==> src/rtl/led_blink_scheduler.sv <==
// Time-shares one status LED among four blink-code requesters (ON/OFF/GAP sequencing).
// Build option: define LED_SCHED_FIXED_PRIO_EN for fixed lowest-index priority instead of round-robin.
module led_blink_scheduler #(
    parameter int DIV       = 25_000_000,
    parameter int ON_TICKS  = 1,
    parameter int OFF_TICKS = 1,
    parameter int GAP_TICKS = 4
) (
    input  logic        clk,
    input  logic        reset,
    input  logic [3:0]  req,
    input  logic [15:0] blink_cnt,
    output logic [3:0]  grant,
    output logic [3:0]  ack,
    output logic        busy,
    output logic        led
);
    localparam int MAX_ON_OFF = (ON_TICKS > OFF_TICKS) ? ON_TICKS : OFF_TICKS;
    localparam int MAX_TICKS  = (MAX_ON_OFF > GAP_TICKS) ? MAX_ON_OFF : GAP_TICKS;
    localparam int PSW        = $clog2(DIV);
    localparam int PW         = $clog2(MAX_TICKS + 1);

    typedef enum logic [1:0] {IDLE, ON, OFF, GAP} state_t;

    state_t         state_q;
    logic [PSW-1:0] presc_q;
    logic [PSW-1:0] presc_d;
    logic [PW-1:0]  phase_q;
    logic [3:0]     remaining_q;
    logic [3:0]     grant_q;
    logic [3:0]     ack_q;
    logic           busy_q;
    logic           led_q;
    logic           tick;
    logic [1:0]     pick;
    logic           found;
    logic [3:0]     pickCnt;
`ifndef LED_SCHED_FIXED_PRIO_EN
    logic [1:0]     ptr_q;
    logic [1:0]     cand;
`endif

    assign tick    = (presc_q == PSW'(DIV - 1));
    assign pickCnt = blink_cnt[{pick, 2'b00} +: 4];

    // The prescaler idles at zero, so a fresh grant always starts a full tick.
    always_comb begin
        presc_d = '0;
        if (state_q != IDLE) begin
            presc_d = tick ? '0 : presc_q + PSW'(1);
        end
    end

    always_comb begin
        pick  = 2'd0;
        found = 1'b0;
`ifdef LED_SCHED_FIXED_PRIO_EN
        for (int i = 3; i >= 0; i--) begin
            if (req[i]) begin
                pick  = 2'(i);
                found = 1'b1;
            end
        end
`else
        cand = 2'd0;
        for (int k = 1; k <= 4; k++) begin
            cand = ptr_q + 2'(k);
            if (!found && req[cand]) begin
                pick  = cand;
                found = 1'b1;
            end
        end
`endif
    end

    always_ff @(posedge clk or posedge reset) begin
        if (reset) begin
            state_q     <= IDLE;
            presc_q     <= '0;
            phase_q     <= '0;
            remaining_q <= '0;
            grant_q     <= '0;
            ack_q       <= '0;
            busy_q      <= 1'b0;
            led_q       <= 1'b0;
`ifndef LED_SCHED_FIXED_PRIO_EN
            ptr_q       <= 2'd3;
`endif
        end else begin
            presc_q <= presc_d;
            ack_q   <= '0;
            case (state_q)
                IDLE: begin
                    if (ack_q == 4'b0 && found) begin
                        grant_q     <= 4'b0001 << pick;
                        remaining_q <= pickCnt;
                        phase_q     <= '0;
                        busy_q      <= 1'b1;
`ifndef LED_SCHED_FIXED_PRIO_EN
                        // No arbitration happens mid-service, so moving the pointer now equals moving it at ack.
                        ptr_q       <= pick;
`endif
                        if (pickCnt != 4'd0) begin
                            state_q <= ON;
                            led_q   <= 1'b1;
                        end else begin
                            state_q <= GAP;
                        end
                    end
                end
                ON: begin
                    if (tick) begin
                        if (phase_q == PW'(ON_TICKS - 1)) begin
                            phase_q     <= '0;
                            remaining_q <= remaining_q - 4'd1;
                            led_q       <= 1'b0;
                            state_q     <= (remaining_q == 4'd1) ? GAP : OFF;
                        end else begin
                            phase_q <= phase_q + PW'(1);
                        end
                    end
                end
                OFF: begin
                    if (tick) begin
                        if (phase_q == PW'(OFF_TICKS - 1)) begin
                            phase_q <= '0;
                            led_q   <= 1'b1;
                            state_q <= ON;
                        end else begin
                            phase_q <= phase_q + PW'(1);
                        end
                    end
                end
                GAP: begin
                    if (tick) begin
                        if (phase_q == PW'(GAP_TICKS - 1)) begin
                            phase_q <= '0;
                            ack_q   <= grant_q;
                            grant_q <= '0;
                            busy_q  <= 1'b0;
                            state_q <= IDLE;
                        end else begin
                            phase_q <= phase_q + PW'(1);
                        end
                    end
                end
                default: state_q <= IDLE;
            endcase
        end
    end

    assign grant = grant_q;
    assign ack   = ack_q;
    assign busy  = busy_q;
    assign led   = led_q;

endmodule

==> config.mk <==
export PLATFORM = sky130hd
export DESIGN_NAME = led_blink_scheduler
export DESIGN_NICKNAME = d
export VERILOG_FILES = /design/src/rtl/led_blink_scheduler.sv
export SDC_FILE = /design/constraint.sdc
export NUM_CORES = 1
export LEC_CHECK = 0
export ABC_AREA = 0
export BUFFER_PORTS_ARGS = -buffer_cell sky130_fd_sc_hd__buf_2
export CAP_MARGIN = 20
export CELL_PAD_IN_SITES_DETAIL_PLACEMENT = 0
export CELL_PAD_IN_SITES_GLOBAL_PLACEMENT = 1
export CORE_ASPECT_RATIO = 0.6
export CORE_MARGIN = 3
export CORE_UTILIZATION = 41
export CTS_CLUSTER_SIZE = 30
export DETAILED_ROUTE_END_ITERATION = 10
export PLACE_DENSITY = 0.86
export SYNTH_ARGS = -nofsm -noshare
export SYNTH_HDL_FRONTEND = slang
export SYNTH_SLANG_ARGS = --single-unit
==> constraint.sdc <==
create_clock -name clk -period 2 [get_ports clk]
set_input_delay 0.2 -clock clk [delete_from_list [all_inputs] [get_ports clk]]
set_output_delay 0.2 -clock clk [all_outputs]
set_load 0.01 [all_outputs]
## Yosys cells after proc, flatten, opt, wreduce, memory -nomap -nowiden

Cells that the tools add are included.

| storage, ports and cells | value |
|---|---|
| register bits after elaboration | 46 |
| output and inout bits | 10 |

| operators by class | value |
|---|---|
| add/subtract/negate cells | 6 |
| $lt $le $gt $ge | 4 |
| eq/ne operators | 15 |
| shifts and indexed selects | 2 |
| multiplexer cells | 56 |
| reduce and logical (&&, ||, !) cells | 22 |

Operators with widths:

| cell | number |
|---|---|
| 25-bit 2-to-1 mux | 2 |
| 4-bit 2-to-1 mux | 9 |
| 25-bit by 1-bit adder with 25-bit output (second input constant) | 1 |
| 25-bit == test (second input constant) | 1 |
| 2-bit 2-to-1 mux | 12 |
| 1-bit 2-to-1 mux | 18 |
| 2-bit != test (second input constant) | 8 |
| 4-bit case mux with 2 select lines | 2 |
| 16-bit by 5-bit indexed part select with 4-bit output | 1 |
| 3-bit 2-to-1 mux | 5 |
| 7-bit AND reduction | 2 |
| 2-bit by 3-bit less-than comparator with 1-bit output (second input constant) | 4 |
| 3-bit case mux with 3 select lines | 1 |
| 1-bit binary-select mux with 2-bit select | 4 |
| 2-bit case mux with 4 select lines | 1 |
| 4-bit AND reduction | 2 |
| 2-bit nonzero test | 3 |
| 2-bit adder (second input constant) | 2 |
| 2-bit == test (second input constant) | 2 |
| 4-bit by 1-bit == test with 1-bit output (second input constant) | 1 |
| 1-bit logical AND | 4 |
| 4-bit zero test | 1 |
| 4-bit nonzero test | 1 |
| 1-bit by 2-bit left shift with 4-bit output (first input constant) | 1 |
| other kinds (15) | 17 |

## Depth between registers and ports, before layout

Gate-level depths: netlist of run 1.

| logic depth | value |
|---|---|
| word-level depth | 18 |
| gate-level depth with buffers | 7 |
| mapped depth without buffers | 7 |

## Least setup slack after synthesis of run 1

OpenSTA, ideal clock, no wires.

| path | value |
|---|---|
| path type | register -> register |
| start point | register ptr_q[1] |
| end point | register remaining_q[2] |
| arrival | 1.980 ns |
| data required time | 1.927 ns |
| slack | -0.053 ns |
| stages on the path, launching flop included | 8 |
| path buffers | 1 |
| clock period less this slack | 2.053 ns |
| cell sequence | dfstp_2 > mux2i_1 > a2bb2oi_1 > and2_1 > buf_2 > mux2_4 > mux2_2 > a21oi_2 |

| on the way | value |
|---|---|
| cells in the longest elaborated chain, start to end | 16 |
| elaborated cells on any way between the ends | 31 |
| those cells by class | 3 x add/sub; 1 x eq/ne; 1 x shift; 18 x mux; 8 x reduce/logical |

Ends and longest elaborated chain:

| what | RTL line | text |
|---|---|---|
| start: declaration | 39 | `logic [1:0] ptr_q;` |
| start signal: assignment | 101 | `ptr_q <= pick;` |
| 2-bit by 1-bit adder with 2-bit output | 67 | `cand = ptr_q + 2'(k);` |
| 1-bit binary-select mux with 2-bit select | 68 | `if (!found && req[cand]) begin` |
| 1-bit 2-to-1 mux (implied by the code) | 68 |  |
| 1-bit 2-to-1 mux | 68 |  |
| 1-bit zero test | 68 |  |
| 1-bit logical AND | 68 |  |
| 1-bit 2-to-1 mux | 68 |  |
| 1-bit zero test | 68 |  |
| 1-bit logical AND | 68 |  |
| 1-bit 2-to-1 mux | 68 |  |
| 1-bit zero test | 68 |  |
| 1-bit logical AND | 68 |  |
| 2-bit 2-to-1 mux / 1-bit 2-to-1 mux (equally long branches) | 68 |  |
| 16-bit by 5-bit indexed part select with 4-bit output / 1-bit logical AND (equally long branches) | 44, 94 |  |
| 4-bit 2-to-1 mux / 2-bit != test (equally long branches) | n/a |  |
| 4-bit case mux with 2 select lines / 4-bit AND reduction (equally long branches) | n/a |  |
| end signal: assignment | 96 | `remaining_q <= pickCnt;` |
| end signal: assignment | 115 | `remaining_q <= remaining_q - 4'd1;` |
| end: declaration | 29 | `logic [3:0] remaining_q;` |

Several ways; a longest one is shown, not always the timed one. The select of a mux whose other input is x is not followed.
A chain may end at the register's enable or synchronous reset.

## Worst setup path in the final report of run 1

| path | value |
|---|---|
| start point | register presc_q[10] |
| end point | register presc_q[8] |

| on the way | value |
|---|---|
| cells in the longest elaborated chain, start to end | 3 |

Ends and longest elaborated chain:

| what | RTL line | text |
|---|---|---|
| start: declaration | 26 | `logic [PSW-1:0] presc_q;` |
| start signal: assignment | 90 | `presc_q <= presc_d;` |
| 25-bit == test | 43 | `assign tick = (presc_q == PSW'(DIV - 1));` |
| 25-bit 2-to-1 mux | 50 | `presc_d = tick ? '0 : presc_q + PSW'(1);` |
| 25-bit 2-to-1 mux | 49 | `if (state_q != IDLE) begin` |
| via presc_d[8] | 27 | `logic [PSW-1:0] presc_d;` |

The timed path passes the listed nets, and every way through them passes these cells.

==> results of run 1 <==
==> per-stage QoR <==
| stage | area, µm² | setup slack, ns | TNS (ns) |
|---|---|---|---|
| 6_report | 3750 | 0.0108 | 0 |
| 5_1_grt | 3750 | -0.102 | -2.73 |
| 4_1_cts | 3530 | -0.0248 | -0.0445 |
| 3_5_place_dp | 3350 | -0.0305 | -0.106 |
| 3_3_place_gp | 3350 | 0.0120 | 0 |
| 2_1_floorplan | 2780 | 0.0132 | 0 |
==> flip-flops by register name (all words and copies together), names as in the netlist <==
register	count
led	1
busy	1
ptr_q	2
phase_q	3
state_q	2
grant	4
presc_q	25
remaining_q	4
ack	4
==> Yosys cell counts (all sizes together), types with 2 or more instances <==
cell | n | share of area, %
a211oi | 2 | 0.90
and4 | 3 | 1.1
nand3 | 12 | 2.3
ha | 12 | 5.4
nand2b | 3 | 0.68
a32o | 2 | 0.72
nand2 | 14 | 2.0
a41oi | 2 | 0.90
and2 | 6 | 1.4
o21ai | 8 | 1.4
nor2b | 4 | 0.90
a22o | 5 | 1.6
a21oi | 10 | 1.9
nand4 | 6 | 1.6
dfstp | 2 | 1.9
clkbuf | 3 | 0.41
buf | 5 | 1.1
inv | 15 | 2.0
nor3 | 7 | 1.7
or3 | 3 | 0.68
a31oi | 2 | 0.99
nor2 | 37 | 5.1
and3 | 5 | 1.2
dfrtp | 44 | 40
a21o | 2 | 0.54
mux2 | 6 | 2.7
xnor2 | 7 | 2.2
mux2i | 12 | 4.3
nor4 | 2 | 1.5
xor2 | 14 | 4.4
a2bb2oi | 3 | 1.4
a21boi | 2 | 0.54
==> cells by family (layout without fill, tap and decap cells) <==
kind of cell	after synthesis	after routing	share of synthesized area, %
flops	46	46	41.6
mux	18	18	7.04
simple gates	110	110	22.9
xor+xnor	21	21	6.63
fa+ha+maj	12	12	5.42
buf+inv	23	100	3.56
compound gates	44	44	12.9
==> layer usage <==
layer	GRT usage, %	vias to the layer above
met5	0	-
met4	4.00	0
met3	3.66	9
met2	25.0	38
met1	25.0	1108
li1	-	1116
==> worst min-delay path, cell delays in order <==
cell and delay (ns):
dlygate4sd3_1 0.53, buf_2 0.12, clkinv_1 0.34
==> cell type report <==
class                   count  area, µm²  share of cell area, %
clock buffers               8        136                   3.63
inverters                  15       56.3                   1.50
multi-input cells         205       1720                   45.8
flip-flops and latches     46       1150                   30.7
well taps                  84        105                   2.80
repair buffers             77        583                   15.5
==> cell usage in the layout (no fill, tap or decap), types with 4 or more instances in the layout <==
master,n
mux2i_1,10
and2_1,5
buf_2,31
buf_4,38
nor2_1,27
inv_1,14
ha_1,12
a22o_1,5
nor2_4,9
o21ai_0,5
a21oi_2,4
a21oi_1,5
xor2_1,14
nand4_1,5
nand3_1,11
nor3_1,6
clkbuf_16,7
nand2_1,13
xnor2_1,7
mux2_4,4
dfrtp_1,44
==> power groups by stage <==
stage | Combinational [mW] | Clock (mW) | Sequential (mW)
floorplan | 0.0667 | 0 | 0.948
global placement | 0.117 | 0 | 0.948
detailed placement | 0.119 | 0 | 0.948
CTS | 0.124 | 0.806 | 0.931
global route | 0.143 | 0.856 | 0.930
finish | 0.130 | 0.798 | 0.931
==> repair_timing <==
item                                    in CTS  in global routing
gates resized for setup                      9                 39
hold endpoints to repair                    14                  0
setup buffers                                0                  1
pin swaps                                    0                 23
hold buffers                                 1                  0
endpoints found under the setup margin      29                 36
cloned                                       0                  2
==> how the worst max path moves through the flow <==
stage | from | endpoint | slack, ns | cells past startpoint
after floorplan | ptr_q[1]$_DFFE_PP1P_ | remaining_q[2]$_DFFE_PP0P_ | 0.01 | 7
after global routing | presc_q[10]$_DFF_PP0_ | presc_q[17]$_DFF_PP0_ | -0.10 | 8
final | presc_q[10]$_DFF_PP0_ | presc_q[8]$_DFF_PP0_ | 0.01 | 8
after global placement | ack[1]$_DFF_PP0_ | grant[2]$_DFFE_PP0P_ | 0.01 | 7
after CTS | presc_q[7]$_DFF_PP0_ | state_q[0]$_DFFE_PP0P_ | -0.02 | 7
after detailed placement | ptr_q[1]$_DFFE_PP1P_ | led$_DFFE_PP0P_ | -0.03 | 6
==> metrics.md, run 1 <==
| Metric | Value |
|---|---|
| Highest routed layer | `met4` |
| Final non-filler cell total | `435` |
| Initial drt markers | `123` |
| Yosys cell types | `61` |
| Wl on met1 | `3330 µm` |
| Critical Path Slowest Stage Cell | `dfrtp_1` |
| Final setup skew | `0.00373 ns` |
| DRT Pass-1 Iters | `4` |
| Crit path max-delay family | `simple AND/OR/NAND/NOR gates` |
| Synth Instances | `274` |
| CP required | `2.16 ns` |
| Initial antenna violation count | `0` |
| Antenna viol nets, final | `0` |
| Count of final setup violators | `0` |
| WL met3 | `292 µm` |
| CTS tree | `yes` |
| Top cell by count, worst path | `buf_6` |
| Post-DP HPWL | `4790 µm` |
| Core ar. | `6330 µm²` |
| Cell breakdown of the critical path | `nor4_4 -> nand4b_4 -> buf_6 -> nor3_4 -> buf_6 -> or2_4 -> clkbuf_16 -> nor2_4` |
| Starting Density | `43.8%` |
| Area growth, synth to finish | `35.4%` |
| Max_slew headroom | `57.1%` |
| CTS sink cnt | `46` |
| Synthesized net count | `308` |
| CTS Root Cell | `clkbuf_16` |
| PortBufs | `31` |
| Power Density | `495 nW/µm²` |
| LEAKAGE | `1.83 nW` |
| Share of layout cells above drive strength 1 | `38.7%` |
| Switching Power | `399 µW` |
| DRT Wirelength | `6830 µm` |
| Count of yosys warnings during synthesis | `0` |
| Mean Syn Cell Area | `10.1 µm²` |
| Register share of total power | `50.1%` |
| Max Clk Rate | `503 MHz` |
| Clk slew on worst S/H paths | `0.06 ns` |
| Comb power frac | `7.0%` |
| Final nets | `384` |
| Critical Path Fanout Max | `5` |
| Clock latency on the worst-skew pair | `0.28 ns` |
| Worst slew pin tran | `0.639 ns` |
| Kind of end point of the critical path | `register` |
| Post-route DRC | `0` |
| GPL Wtd Cong | `0.891` |
| Switching part of the total power | `21.5%` |
| Final period utilization | `99.5%` |
| First-pass GRT wire length | `10800 µm` |
| Data arrival time of the worst path | `2.15 ns` |
| CP bufs+invs | `3` |
| RSZ-0062 raised after global routing | `yes` |
| Largest net degree at the start of global routing | `31` |
| R2R Path Start | `presc_q[10]$_DFF_PP0_` |
| Status | `completed` |
| Placed cells | `423` |
| RR Endpoint | `presc_q[8]$_DFF_PP0_` |
| FP Rows | `22` |
| Internal cell power | `1.46 mW` |
| Clk pwr share | `42.9%` |
| Final core utilization | `59.3%` |
| Via count | `2271` |
| Synth async-reset ratio | `100%` |
| Wirelength per Cell | `15.7 µm` |
| Diode count | `0` |
| Worst IR drop on VDD | `0.308 mV` |
| Number of global-route vias before repair | `2187` |
| Sequential area share after synthesis | `41.6%` |
| Max-cap violations | `0` |
| DR WL met2 | `3130 µm` |
| Fin. Hold Viols | `0` |
| FILL cells | `540` |
| DIE WIDTH | `112 µm` |
| Setup Crit Path Kind | `register to register` |
| Total chip power | `1.86 mW` |
| Die ar. | `7820 µm²` |
| CTS buffer count | `5` |
| GRT Util Overall | `16.9%` |
| Post-Syn Area | `2770 µm²` |
| H-tree lvl count | `2` |
| Setup crit start kind | `register` |
| Hold Path Class | `input pin to asynchronous set/reset pin` |
| Vias per inst | `5.22` |
| Most used DFF post-synth | `dfrtp_1` |
| R2r setup slk | `0.01 ns` |
| Hold slack final | `0.468 ns` |
| GR Overflow Total | `0` |
| Post-synth EDFFs | `0` |
| Max Slew Vio Count | `0` |
| CP max stage delay | `0.41 ns` |
| Die Height | `69.7 µm` |
| Synthesized flop and latch total | `46` |
| Crit path time final | `1.99 ns` |
| CTS max path bufs | `2` |
| I/O Pins | `32` |
| Worst r2r path cells | `8` |
Power figures use the tool's default switching activity.
==> run 2, diff against run 1 <==
- BUFFER_PORTS_ARGS: -buffer_cell sky130_fd_sc_hd__buf_2 -> unset
- CORE_UTILIZATION: 41 -> 45
- DONT_BUFFER_PORTS: unset -> 1
- PLACE_DENSITY: 0.86 -> 0.87
==> metrics.md, run 2 (synthesis results as in run 1) <==
| Metric | Value |
|---|---|
| Most frequent cells in the layout | `42 x dfrtp_1, 37 x buf_4, 36 x nor2_1, 14 x inv_1, 14 x xor2_1` |
| Worst slew pin tran | `0.591 ns` |
| Failing checks | `negative setup slack` |
| DRT Pass-1 Iters | `4` |
| Data arrival time of the worst path | `2.26 ns` |
| Starting Density | `48.2%` |
| Max-cap violations | `0` |
| Cell breakdown of the critical path | `mux2i_2 -> a2bb2oi_2 -> and2_4 -> mux2_4 -> a41oi_2 -> mux2i_1` |
| CTS Root Cell | `clkbuf_8` |
| DIE WIDTH | `107 µm` |
| Clock latency on the worst-skew pair | `0.30 ns` |
| GR Overflow Total | `0` |
| First-pass GRT wire length | `9690 µm` |
| Max_slew headroom | `60.6%` |
| Max Slew Vio Count | `0` |
| Vias per inst | `5.33` |
| Number of flip-flops in the largest register | `25` |
| FP Rows | `21` |
| Number of global-route vias before repair | `1947` |
| Post-DP HPWL | `4370 µm` |
| Fin. Hold Viols | `0` |
| Antenna viol nets, final | `0` |
| Commonest non-fill, non-tap cell in the layout | `dfrtp_1` |
| Largest net degree at the start of global routing | `47` |
| CP bufs+invs | `0` |
| Max Clk Rate | `489 MHz` |
| Final period utilization | `102%` |
| Status | `finished, violations left` |
| Area growth, synth to finish | `21.8%` |
| Crit path max-delay family | `multiplexers` |
| LEAKAGE | `1.58 nW` |
| Kind of end point of the critical path | `register` |
| CP max stage delay | `0.59 ns` |
| Hold path cells | `4` |
| Share of layout cells above drive strength 1 | `29.2%` |
| Largest register by flop count | `presc_q` |
| Worst r2r path cells | `6` |
| Initial antenna violation count | `0` |
| Critical Path Slowest Stage Cell | `dfstp_2` |
| CTS max path bufs | `2` |
| Critical Path Fanout Max | `5` |
| CTS sink cnt | `46` |
| Worst IR drop on VDD | `0.274 mV` |
| Power Density | `523 nW/µm²` |
| Wirelength per Cell | `15.2 µm` |
| DRT Wirelength | `6000 µm` |
| Die Height | `66.8 µm` |
| CTS tree | `yes` |
| Hold Path Class | `input pin to register` |
| Setup Crit Path Kind | `register to register` |
| PortBufs | `0` |
| Die ar. | `7170 µm²` |
| Setup crit start kind | `register` |
| Core ar. | `5750 µm²` |
| RSZ-0062 raised after global routing | `yes` |
| Post-route DRC | `0` |
| CP required | `2.21 ns` |
| Cell area after layout | `3380 µm²` |
| Via count | `2105` |
| Crit path time final | `2.04 ns` |
| Diode count | `0` |
| Final setup skew | `0.00729 ns` |
| Initial drt markers | `95` |
| GRT Util Overall | `17.4%` |
| Clk slew on worst S/H paths | `0.08 ns` |
| Final nets | `348` |
| Critical path depth in cells | `6` |
| CTS buffer count | `5` |
| Dpl ws | `-0.0802 ns` |
| H-tree lvl count | `2` |
| Count of final setup violators | `4` |
| Final setup margin | `-0.0444 ns` |
| I/O Pins | `32` |
| Area post-placement | `3120 µm²` |
| GPL Wtd Cong | `0.851` |
## run 2: cell types whose count changed in the layout (fill, tap and decap cells not counted), sizes merged
cell    previous run  this run
buf               74        40
bufinv             0         1
clkbuf            10         7
## run 2: worst paths after layout
check                                       startpoint                          to  slack, ns
worst min register to register  phase_q[2]$_DFFE_PP0P_      phase_q[2]$_DFFE_PP0P_       0.52
max in group asynchronous                        reset       presc_q[23]$_DFF_PP0_       1.08
worst max register to register    ptr_q[1]$_DFFE_PP1P_             led$_DFFE_PP0P_      -0.04
worst max-delay path              ptr_q[1]$_DFFE_PP1P_             led$_DFFE_PP0P_      -0.04
min in group asynchronous                        reset        presc_q[5]$_DFF_PP0_       0.49
worst min-delay path                      blink_cnt[1]  remaining_q[1]$_DFFE_PP0P_       0.44
## run 2: report_power, final
| part | leakage (nW) | switching, mW | internal, mW | total [mW] |
|---|---|---|---|---|
| Combinational | 0.915 | 0.0567 | 0.0491 | 0.106 |
| Clock | 0.0585 | 0.321 | 0.408 | 0.729 |
| Sequential | 0.602 | 0 | 0.929 | 0.929 |
## run 2: layer usage
layer	routed length [µm]	track usage (%)
met5	0	0
met3	275	4.16
met4	46	4.25
met1	3240	27.3
met2	2430	23.6
## run 2: per-stage QoR
stage | std cells | setup TNS [ns] | power, mW | util, % | hold WS [ns]
after global placement | 381 | -0.0628 | 1.03 | 54.3 | 0.271
after global routing | 395 | -0.583 | 1.83 | 58.7 | 0.450
after CTS | 391 | -0.0184 | 1.77 | 56.9 | 0.366
final | 395 | -0.0800 | 1.76 | 58.7 | 0.435
after floorplan | 274 | 0 | 1.01 | - | 0.468
after detailed placement | 381 | -0.328 | 1.03 | 54.3 | 0.277
## run 2: timing repair
action	4_1_cts	5_1_grt
gates resized for setup	3	17
setup buffers	1	4
pin swaps	3	6
endpoints found under the hold margin	44	0
hold buffers	1	0
setup endpoints to repair	8	14
## run 2: worst reg2reg max path: stages, from the launching register on
cell and delay (ns):
dfstp_2 0.59, mux2i_2 0.25, a2bb2oi_2 0.19, and2_4 0.20, mux2_4 0.33, a41oi_2 0.19, mux2i_1 0.22
## run 2: area by class of cell
cell class | instances | area, µm²
fillers | 470 | 2380
inverters | 15 | 56.3
well taps | 80 | 100
clock buffers | 7 | 86.3
repair buffers | 41 | 348
flip-flops and latches | 46 | 1160
clock inverters | 1 | 30.0
multi-input cells | 205 | 1600
